`src/rtl/alu_op_sequencer.sv`:
```
// alu_op_sequencer: multi-cycle decode/issue controller driving the regfile, operand regs and ALU.
// Optional ALU_SEQ_ILLEGAL_TRAP_EN: undecoded instructions lock into TRAP (illegal = 1) until reset.
module alu_op_sequencer #(
  parameter int IW = 16,
  parameter int RW = 3
) (
  input  logic          clk,
  input  logic          reset,
  input  logic          in_valid,
  output logic          in_ready,
  input  logic [IW-1:0] instr,
  output logic [RW-1:0] readnum,
  output logic [RW-1:0] writenum,
  output logic          write,
  output logic          loada,
  output logic          loadb,
  output logic          asel,
  output logic          bsel,
  output logic [1:0]    ALUop,
  output logic          loadc,
  output logic          loads,
  output logic          vsel,
  output logic [IW-1:0] sximm8,
  output logic          done
`ifdef ALU_SEQ_ILLEGAL_TRAP_EN
  ,
  output logic          illegal
`endif
);

  typedef enum logic [2:0] {
    S_IDLE   = 3'd0,
    S_DECODE = 3'd1,
    S_RD_A   = 3'd2,
    S_RD_B   = 3'd3,
    S_EXEC   = 3'd4,
    S_FLAGS  = 3'd5,
    S_WB     = 3'd6,
    S_TRAP   = 3'd7
  } state_t;

  function automatic logic f_mov_imm(input logic [IW-1:0] ir);
    return (ir[15:13] == 3'b110) && (ir[12:11] == 2'b10);
  endfunction

  function automatic logic f_mov_reg(input logic [IW-1:0] ir);
    return (ir[15:13] == 3'b110) && (ir[12:11] == 2'b00);
  endfunction

  function automatic logic f_alu(input logic [IW-1:0] ir);
    return (ir[15:13] == 3'b101);
  endfunction

  function automatic logic f_cmp(input logic [IW-1:0] ir);
    return (ir[15:13] == 3'b101) && (ir[12:11] == 2'b01);
  endfunction

  function automatic logic f_legal(input logic [IW-1:0] ir);
    return f_mov_imm(ir) || f_mov_reg(ir) || f_alu(ir);
  endfunction

  function automatic logic [RW-1:0] f_rn(input logic [IW-1:0] ir);
    return ir[8 +: RW];
  endfunction

  function automatic logic [RW-1:0] f_rd(input logic [IW-1:0] ir);
    return ir[5 +: RW];
  endfunction

  function automatic logic [RW-1:0] f_rm(input logic [IW-1:0] ir);
    return ir[0 +: RW];
  endfunction

  state_t        state_q, state_d;
  logic [IW-1:0] ir_q, ir_d;
  logic          in_ready_q, in_ready_d;
  logic [RW-1:0] readnum_q, readnum_d;
  logic [RW-1:0] writenum_q, writenum_d;
  logic          write_q, write_d;
  logic          loada_q, loada_d;
  logic          loadb_q, loadb_d;
  logic          asel_q, asel_d;
  logic          bsel_q, bsel_d;
  logic [1:0]    alu_op_q, alu_op_d;
  logic          loadc_q, loadc_d;
  logic          loads_q, loads_d;
  logic          vsel_q, vsel_d;
  logic          done_q, done_d;
`ifdef ALU_SEQ_ILLEGAL_TRAP_EN
  logic          illegal_q, illegal_d;
`endif
  logic          accept_s;

  assign accept_s = in_valid && in_ready_q;

  // Next-state and instruction capture
  always_comb begin
    state_d = state_q;
    ir_d    = accept_s ? instr : ir_q;
    case (state_q)
      S_IDLE:   state_d = accept_s ? S_DECODE : S_IDLE;
      S_DECODE: begin
        if (f_mov_imm(ir_q)) begin
          state_d = S_WB;
        end else if (f_mov_reg(ir_q)) begin
          state_d = S_RD_B;
        end else if (f_alu(ir_q)) begin
          state_d = (ir_q[12:11] == 2'b11) ? S_RD_B : S_RD_A;
        end else begin
`ifdef ALU_SEQ_ILLEGAL_TRAP_EN
          state_d = S_TRAP;
`else
          state_d = S_IDLE;
`endif
        end
      end
      S_RD_A:   state_d = S_RD_B;
      S_RD_B:   state_d = S_EXEC;
      S_EXEC:   state_d = f_cmp(ir_q) ? S_IDLE : S_WB;
      S_FLAGS:  state_d = S_IDLE;
      S_WB:     state_d = S_IDLE;
      S_TRAP:   state_d = S_TRAP;
      default:  state_d = S_IDLE;
    endcase
  end

  // Outputs decoded from the upcoming state so every control line leaves a flop
  always_comb begin
    in_ready_d = 1'b0;
    readnum_d  = readnum_q;
    writenum_d = writenum_q;
    alu_op_d   = alu_op_q;
    write_d    = 1'b0;
    loada_d    = 1'b0;
    loadb_d    = 1'b0;
    asel_d     = 1'b0;
    bsel_d     = 1'b0;
    loadc_d    = 1'b0;
    loads_d    = 1'b0;
    vsel_d     = 1'b0;
    done_d     = 1'b0;
`ifdef ALU_SEQ_ILLEGAL_TRAP_EN
    illegal_d  = 1'b0;
`endif
    case (state_d)
      S_IDLE:   in_ready_d = 1'b1;
      S_DECODE: begin
`ifdef ALU_SEQ_ILLEGAL_TRAP_EN
        done_d = 1'b0;
`else
        // an undecodable word retires here as a NOP
        done_d = !f_legal(ir_d);
`endif
      end
      S_RD_A: begin
        readnum_d = f_rn(ir_d);
        loada_d   = 1'b1;
      end
      S_RD_B: begin
        readnum_d = f_rm(ir_d);
        loadb_d   = 1'b1;
      end
      S_EXEC: begin
        alu_op_d = f_mov_reg(ir_d) ? 2'b00 : ir_d[12:11];
        asel_d   = f_mov_reg(ir_d);
        loadc_d  = !f_cmp(ir_d);
        loads_d  = f_alu(ir_d);
        done_d   = f_cmp(ir_d);
      end
      S_FLAGS:  loads_d = 1'b1;
      S_WB: begin
        writenum_d = f_mov_imm(ir_d) ? f_rn(ir_d) : f_rd(ir_d);
        vsel_d     = f_mov_imm(ir_d);
        write_d    = 1'b1;
        done_d     = 1'b1;
      end
      S_TRAP: begin
`ifdef ALU_SEQ_ILLEGAL_TRAP_EN
        illegal_d = 1'b1;
`else
        in_ready_d = 1'b0;
`endif
      end
      default:  in_ready_d = 1'b0;
    endcase
  end

  // State, instruction and output registers
  always_ff @(posedge clk) begin
    if (reset) begin
      state_q    <= S_IDLE;
      ir_q       <= {IW{1'b0}};
      in_ready_q <= 1'b1;
      readnum_q  <= {RW{1'b0}};
      writenum_q <= {RW{1'b0}};
      write_q    <= 1'b0;
      loada_q    <= 1'b0;
      loadb_q    <= 1'b0;
      asel_q     <= 1'b0;
      bsel_q     <= 1'b0;
      alu_op_q   <= 2'b00;
      loadc_q    <= 1'b0;
      loads_q    <= 1'b0;
      vsel_q     <= 1'b0;
      done_q     <= 1'b0;
`ifdef ALU_SEQ_ILLEGAL_TRAP_EN
      illegal_q  <= 1'b0;
`endif
    end else begin
      state_q    <= state_d;
      ir_q       <= ir_d;
      in_ready_q <= in_ready_d;
      readnum_q  <= readnum_d;
      writenum_q <= writenum_d;
      write_q    <= write_d;
      loada_q    <= loada_d;
      loadb_q    <= loadb_d;
      asel_q     <= asel_d;
      bsel_q     <= bsel_d;
      alu_op_q   <= alu_op_d;
      loadc_q    <= loadc_d;
      loads_q    <= loads_d;
      vsel_q     <= vsel_d;
      done_q     <= done_d;
`ifdef ALU_SEQ_ILLEGAL_TRAP_EN
      illegal_q  <= illegal_d;
`endif
    end
  end

  assign in_ready = in_ready_q;
  assign readnum  = readnum_q;
  assign writenum = writenum_q;
  assign write    = write_q;
  assign loada    = loada_q;
  assign loadb    = loadb_q;
  assign asel     = asel_q;
  assign bsel     = bsel_q;
  assign ALUop    = alu_op_q;
  assign loadc    = loadc_q;
  assign loads    = loads_q;
  assign vsel     = vsel_q;
  assign done     = done_q;
  assign sximm8   = {{(IW-8){ir_q[7]}}, ir_q[7:0]};
`ifdef ALU_SEQ_ILLEGAL_TRAP_EN
  assign illegal  = illegal_q;
`endif

endmodule

```
`config.mk`:
```
export PLATFORM = sky130hd
export DESIGN_NAME = alu_op_sequencer
export DESIGN_NICKNAME = d
export VERILOG_FILES = /design/src/rtl/alu_op_sequencer.sv
export SDC_FILE = /design/constraint.sdc
export NUM_CORES = 1
export LEC_CHECK = 0
export CORE_UTILIZATION = 41
export CTS_CLUSTER_DIAMETER = 40
export DETAILED_ROUTE_END_ITERATION = 8
export PLACE_DENSITY = 0.8
export RECOVER_POWER = 100
export SYNTH_ARGS = -nofsm -noshare
export SYNTH_HDL_FRONTEND = slang
export SYNTH_SLANG_ARGS = --single-unit
```
`constraint.sdc`:
```
create_clock -name clk -period 1.7 [get_ports clk]
set_input_delay 0.255 -clock clk [delete_from_list [all_inputs] [get_ports clk]]
set_output_delay 0.255 -clock clk [all_outputs]
set_load 0.1 [all_outputs]
```
-- Yosys cells after proc, flatten, opt, wreduce, memory -nomap -nowiden
Cells that the tools add are included.
- eq/ne operators: 22
- multiplexer cells: 17
- bitwise logic cells: 2
- reductions and logical operators: 19
- operators with widths (operator ; count):
    == test 3 bit, second input constant ; 11
    one-hot mux 3 bit (7 select lines) ; 1
    two-way mux 16 bit ; 1
    == test 3 x 2 -> 1 bit, second input constant ; 4
    two-way mux 3 bit ; 3
    logical AND 1 bit ; 7
    == test 2 bit, second input constant ; 3
    == test 3 x 1 -> 1 bit, second input constant ; 2
    zero test 3 bit ; 2
    two-way mux 1 bit ; 6
    two-way mux 2 bit ; 3
    one-hot mux 3 bit (2 select lines) ; 1
    OR reduction 2 bit ; 3
    == test 2 x 1 -> 1 bit, second input constant ; 2
    zero test 2 bit ; 2
    one-hot mux 1 bit (3 select lines) ; 1
    zero test 1 bit ; 2
    logical OR 1 bit ; 2
    NOT 1 bit ; 2
    one-hot mux 1 bit (2 select lines) ; 1
    nonzero test 2 bit ; 1
- register bits after elaboration: 36
- bits of input ports: 19
- output and inout port bits: 34
- word-level logic and storage cells: 75

-- Logic depth before layout (Yosys ltp)
- depth in word-level cells: 9
- depth in mapped cells: 6
- depth with buffers taken out: 4

-- Least setup slack after synthesis
Ideal clock, no wire load.
- kind: flip-flop to flip-flop
- start point: reg in_ready_q, in the netlist in_ready
- end point: reg in_ready_q, in the netlist in_ready
- setup time: 0.116 ns
- data arrival time: 2.051 ns
- required time: 1.584 ns
- slack: -0.467 ns
- stages on the path, launching flop included: 7
- path buffers: 2
- clock period less this slack: 2.167 ns
- cells stage by stage: dfxtp_1 and2_1 buf_6 clkbuf_1 a32o_1 nor2_1 a31o_2
- cells in the longest elaborated chain, start to end: 5
- ends and longest elaborated chain (item ; line ; RTL):
    start: declaration ; 76 ; logic in_ready_q, in_ready_d;
    start signal: assignment ; 212 ; in_ready_q <= in_ready_d;
    logical AND 1 bit ; 94 ; assign accept_s = in_valid && in_ready_q;
    two-way mux 1 bit ; 101 ; S_IDLE: state_d = accept_s ? S_DECODE : S_IDLE;
    one-hot mux 3 bit (7 select lines) ; 100 ; case (state_q)
    zero test 3 bit ; 145 ; case (state_d)
    two-way mux 1 bit ; 145 ;
No other way between the ends.
A chain may end at the register's enable or synchronous reset.

-- Final worst setup path
- start point: reg ir_q[13]
- end point: reg readnum_q[2], in the netlist readnum[2]
- cells in the longest elaborated chain, start to end: 7
- elaborated cells on any way between the ends: 14
- those cells by class: eq/ne: 4; mux: 6; reduce/logical: 4
- ends and longest elaborated chain (item ; line ; RTL):
    start: declaration ; 75 ; logic [IW-1:0] ir_q, ir_d;
    start signal: assignment ; 192 ; ir_q <= {IW{1'b0}};
    start signal: assignment ; 211 ; ir_q <= ir_d;
    == test 3 bit, on equally long branches ; n/a ;
    two-way mux 2 bit / logical AND 1 bit (equally long branches) ; 107, 47 ;
    two-way mux 2 bit ; 105 ; end else if (f_mov_reg(ir_q)) begin
    two-way mux 3 bit ; 103 ; if (f_mov_imm(ir_q)) begin
    one-hot mux 3 bit (7 select lines) (*) ; 100 ;
    == test 3 x 2 -> 1 bit ; 145 ;
    one-hot mux 3 bit (2 select lines) / nonzero test 2 bit (equally long branches) ; n/a ;
    end signal: assignment ; 194 ; readnum_q <= {RW{1'b0}};
    end signal: assignment ; 213 ; readnum_q <= readnum_d;
    end: declaration ; 77 ; logic [RW-1:0] readnum_q, readnum_d;
Every way passes the cells marked *; elsewhere a longest branch is shown, timed or not.

==> results by group <==
Status
  • Outcome: finished clean

Power
  • Leakage power: between 1 and 1.5 nW
  • Peak supply drop: 0.000368 V
  • PD cells: 838 nW/um^2

Die
  • Row count: 23
  • Die X: 66.3 um
  • Full die area: 4400 sq um
  • Core footprint: approximately 4000 sq um
  • Boundary pin count: 53
  • Initial core utilization: 0.424
  • Die Y: between 60 and 70 um

Global route
  • Overflow after GRT: 0
  • First-pass GRT wire length: 6590 um
  • Gr usage total: 0.199
  • Initial antenna violation count: 0
  • Vias in the first global route: around 1400
  • Pin count of the biggest net entering global routing: 34

Drt
  • Antenna viol nets, final: 0
  • Routed Wire Length: 4130 um
  • Number of vias per cell: 5.21
  • Vias after detailed routing: between 1500 and 2000
  • Iteration count of the initial detailed-routing pass: 4
  • 1st-iter DRT viols: 58
  • Drt drc: 0
  • Routed len/inst: 13.7 um

Timing
  • Worst slew pin tran: 0.558 ns
  • Final min period: 1.67 ns
  • Max Slew Vio Count: 0
  • Worst rel slew slack: 0.629
  • Fin Hold WS: ~0.45 ns
  • Final hold vios: 0
  • RSZ-0062 raised after global routing: yes
  • Final setup viols: 0
  • PnR worst setup slack: 0.0292 ns
  • Fin crit share: 0.983
  • Clock Skews: around 0.0046 ns
  • Max Freq: roughly 600 MHz

Synth
  • Mux cell area share after synthesis: 0.0789
  • Synth Instances: 189
  • Top-count cell post-synth: dfxtp_1
  • Top_reg_cell synth: dfxtp_1
  • Synth cell count leaders: dfxtp_1 (36), buf_4 (18), nor2_1 (17), nand2_1 (16), a21oi_1 (11)
  • Largest cells by area after synthesis: dfxtp_1 (42%), buf_4 (8.0%), mux2i_1 (5.9%), nor2_1 (3.8%), nand2_1 (3.5%)
  • Syn Std Cell Area: about 1700 sq um
  • Yosys cell types: 42
  • Yosys reg bits: 36
  • Post-synth ARST share: 0
  • Register area share after synthesis: 0.425
  • Synth Area in Adders: 0
  • Yosys top cell area share: 0.425
  • Largest family of logic cells by synthesized area: simple AND/OR/NAND/NOR gates
  • Number of synthesized flops with an enable pin: 0
  • Cell taking the most area after synthesis: dfxtp_1
  • Simple-gate share of the synthesized area: 0.245
  • Syn_area_per_cell: 8.98 sq um
  • Post-synthesis xor/xnor area fraction: 0
  • Post-synthesis compound-gate area fraction: 0.133
  • Syn nets: 208
  • Yosys warnings: 0

Place
  • Pre-CTS worst setup slack: -0.210 ns
  • GPL Wtd Cong: around 0.91
  • HPWL Detailed: 3170 um
  • Port-buffer cells: 51
  • Dpl cells: 293

Cells and area
  • Net count, final: 270
  • Area delta synth->final: 41.6%
  • Post-Layout Cell Count: 301
  • # diodes: 0
  • Share of post-route cells with drive strength above 1: 0.327

Clocking
  • CTS clk-pin slew, worst paths: approximately 0.070 ns
  • Clk_lat worst skew: between 0.2 and 0.3 ns
  • Clock Sinks: 36
  • Num CTS Buffers: 5
  • H-tree depth: 2
  • Clk root buf: clkbuf_8
  • CTS Hold Buffers Added: 0
  • CTS tree: yes
  • Max clock buf depth: 2

Worst setup path
  • Worst path required time: 1.90 ns
  • Worst-path fanout max: 4
  • Worst Setup End Kind: register
  • Setup crit start kind: register
  • CP arrival: 1.88 ns
  • Critical path class: register to register

Flow run
  • Max cap viols: 0

Hold path
  • Hold crit path type: register to register
state kept, by name (all words and copies together) (netlist names):
register,cells
in_ready,1
done,1
writenum,3
loada,1
write,1
loads,1
loadc,1
state_q,3
vsel,1
readnum,3
ir_q,16
asel,1
ALUop,2
loadb,1
logic make-up after synthesis:
family                 count (synthesis)
and+or+nand+nor                       73
buffers and inverters                 32
AOI/OAI and AO/OA                     34
muxes                                 13
other                                  1
DFF                                   36
worst max-delay path: stages, from the launching register on:
cell and delay (ns):
dfxtp_1 0.31, or4b_4 0.55, a21o_1 0.21, a311o_2 0.37
o221ai_2 0.17
final cells by class:
class,instances,area (sq um)
well taps,50,62.6
flip-flops and latches,36,724
fillers,334,1600
repair buffers,80,712
inverters,7,26.3
clock inverters,1,5.00
clock buffers,6,72.6
multi-input cells,121,800
per-stage QoR:
stage | TNS (ns) | util | power [mW] | instance area [sq um]
finish | 0 | 0.601 | 2.01 | 2400
floorplan | 0 | - | 1.31 | 1700
detailed placement | -1.05 | 0.667 | 1.55 | 2670
CTS | 0 | 0.687 | 2.09 | 2750
global route | -0.0540 | 0.601 | 2.10 | 2400
global placement | -0.766 | 0.667 | 1.54 | 2670
report_power, final:
group	total (mW)	internal [mW]	switching (mW)
clock	0.540	0.278	0.263
combinational	0.580	0.207	0.373
sequential	0.893	0.875	0.0176
total	2.01	1.36	0.653
path summary, 6_finish.rpt:
kind,to,cells after the start,slack [ns],start
hold / removal,ir_q[4],2,0.45,ir_q[4]
setup reg to reg,readnum[2],4,0.03,ir_q[13]
hold reg to reg,ir_q[4],2,0.45,ir_q[4]
setup / recovery,readnum[2],4,0.03,ir_q[13]
routing by layer:
metal  up-vias  routed length [um]  part of all wire  track usage
met1       742                1810              0.44        0.248
li1        775                   -                 -            -
met4         0                  44             0.011       0.0718
met3         4                 254             0.062       0.0397
met2        46                2020              0.49        0.337
met5         -                   0                 0            0
placed cells by master (no fill, tap or decap), types with 3 or more instances in the layout:
cell / Yosys / routed
nand4b_1: 5 / 5
o221ai_2: 0 / 3
dfxtp_1: 36 / 35
or2_2: 3 / 3
inv_1: 7 / 7
a211oi_1: 3 / 3
nand2b_1: 3 / 3
buf_4: 18 / 24
clkdlybuf4s50_1: 0 / 18
clkbuf_2: 0 / 24
a21oi_1: 11 / 11
o21ai_0: 5 / 5
mux2_2: 3 / 3
nand3_1: 4 / 4
nand2_1: 16 / 16
mux2i_1: 10 / 10
buf_12: 0 / 11
nor3_1: 4 / 4
clkbuf_8: 0 / 5
nor2_1: 17 / 17
clkbuf_1: 4 / 4
what timing repair did:
item,4_1_cts,5_1_grt
resized for setup,0,5
buffers inserted,0,1
endpoints found under the setup margin,3,7
pin swaps,1,1
gates cloned,0,0
Power figures use the tool's default switching activity.
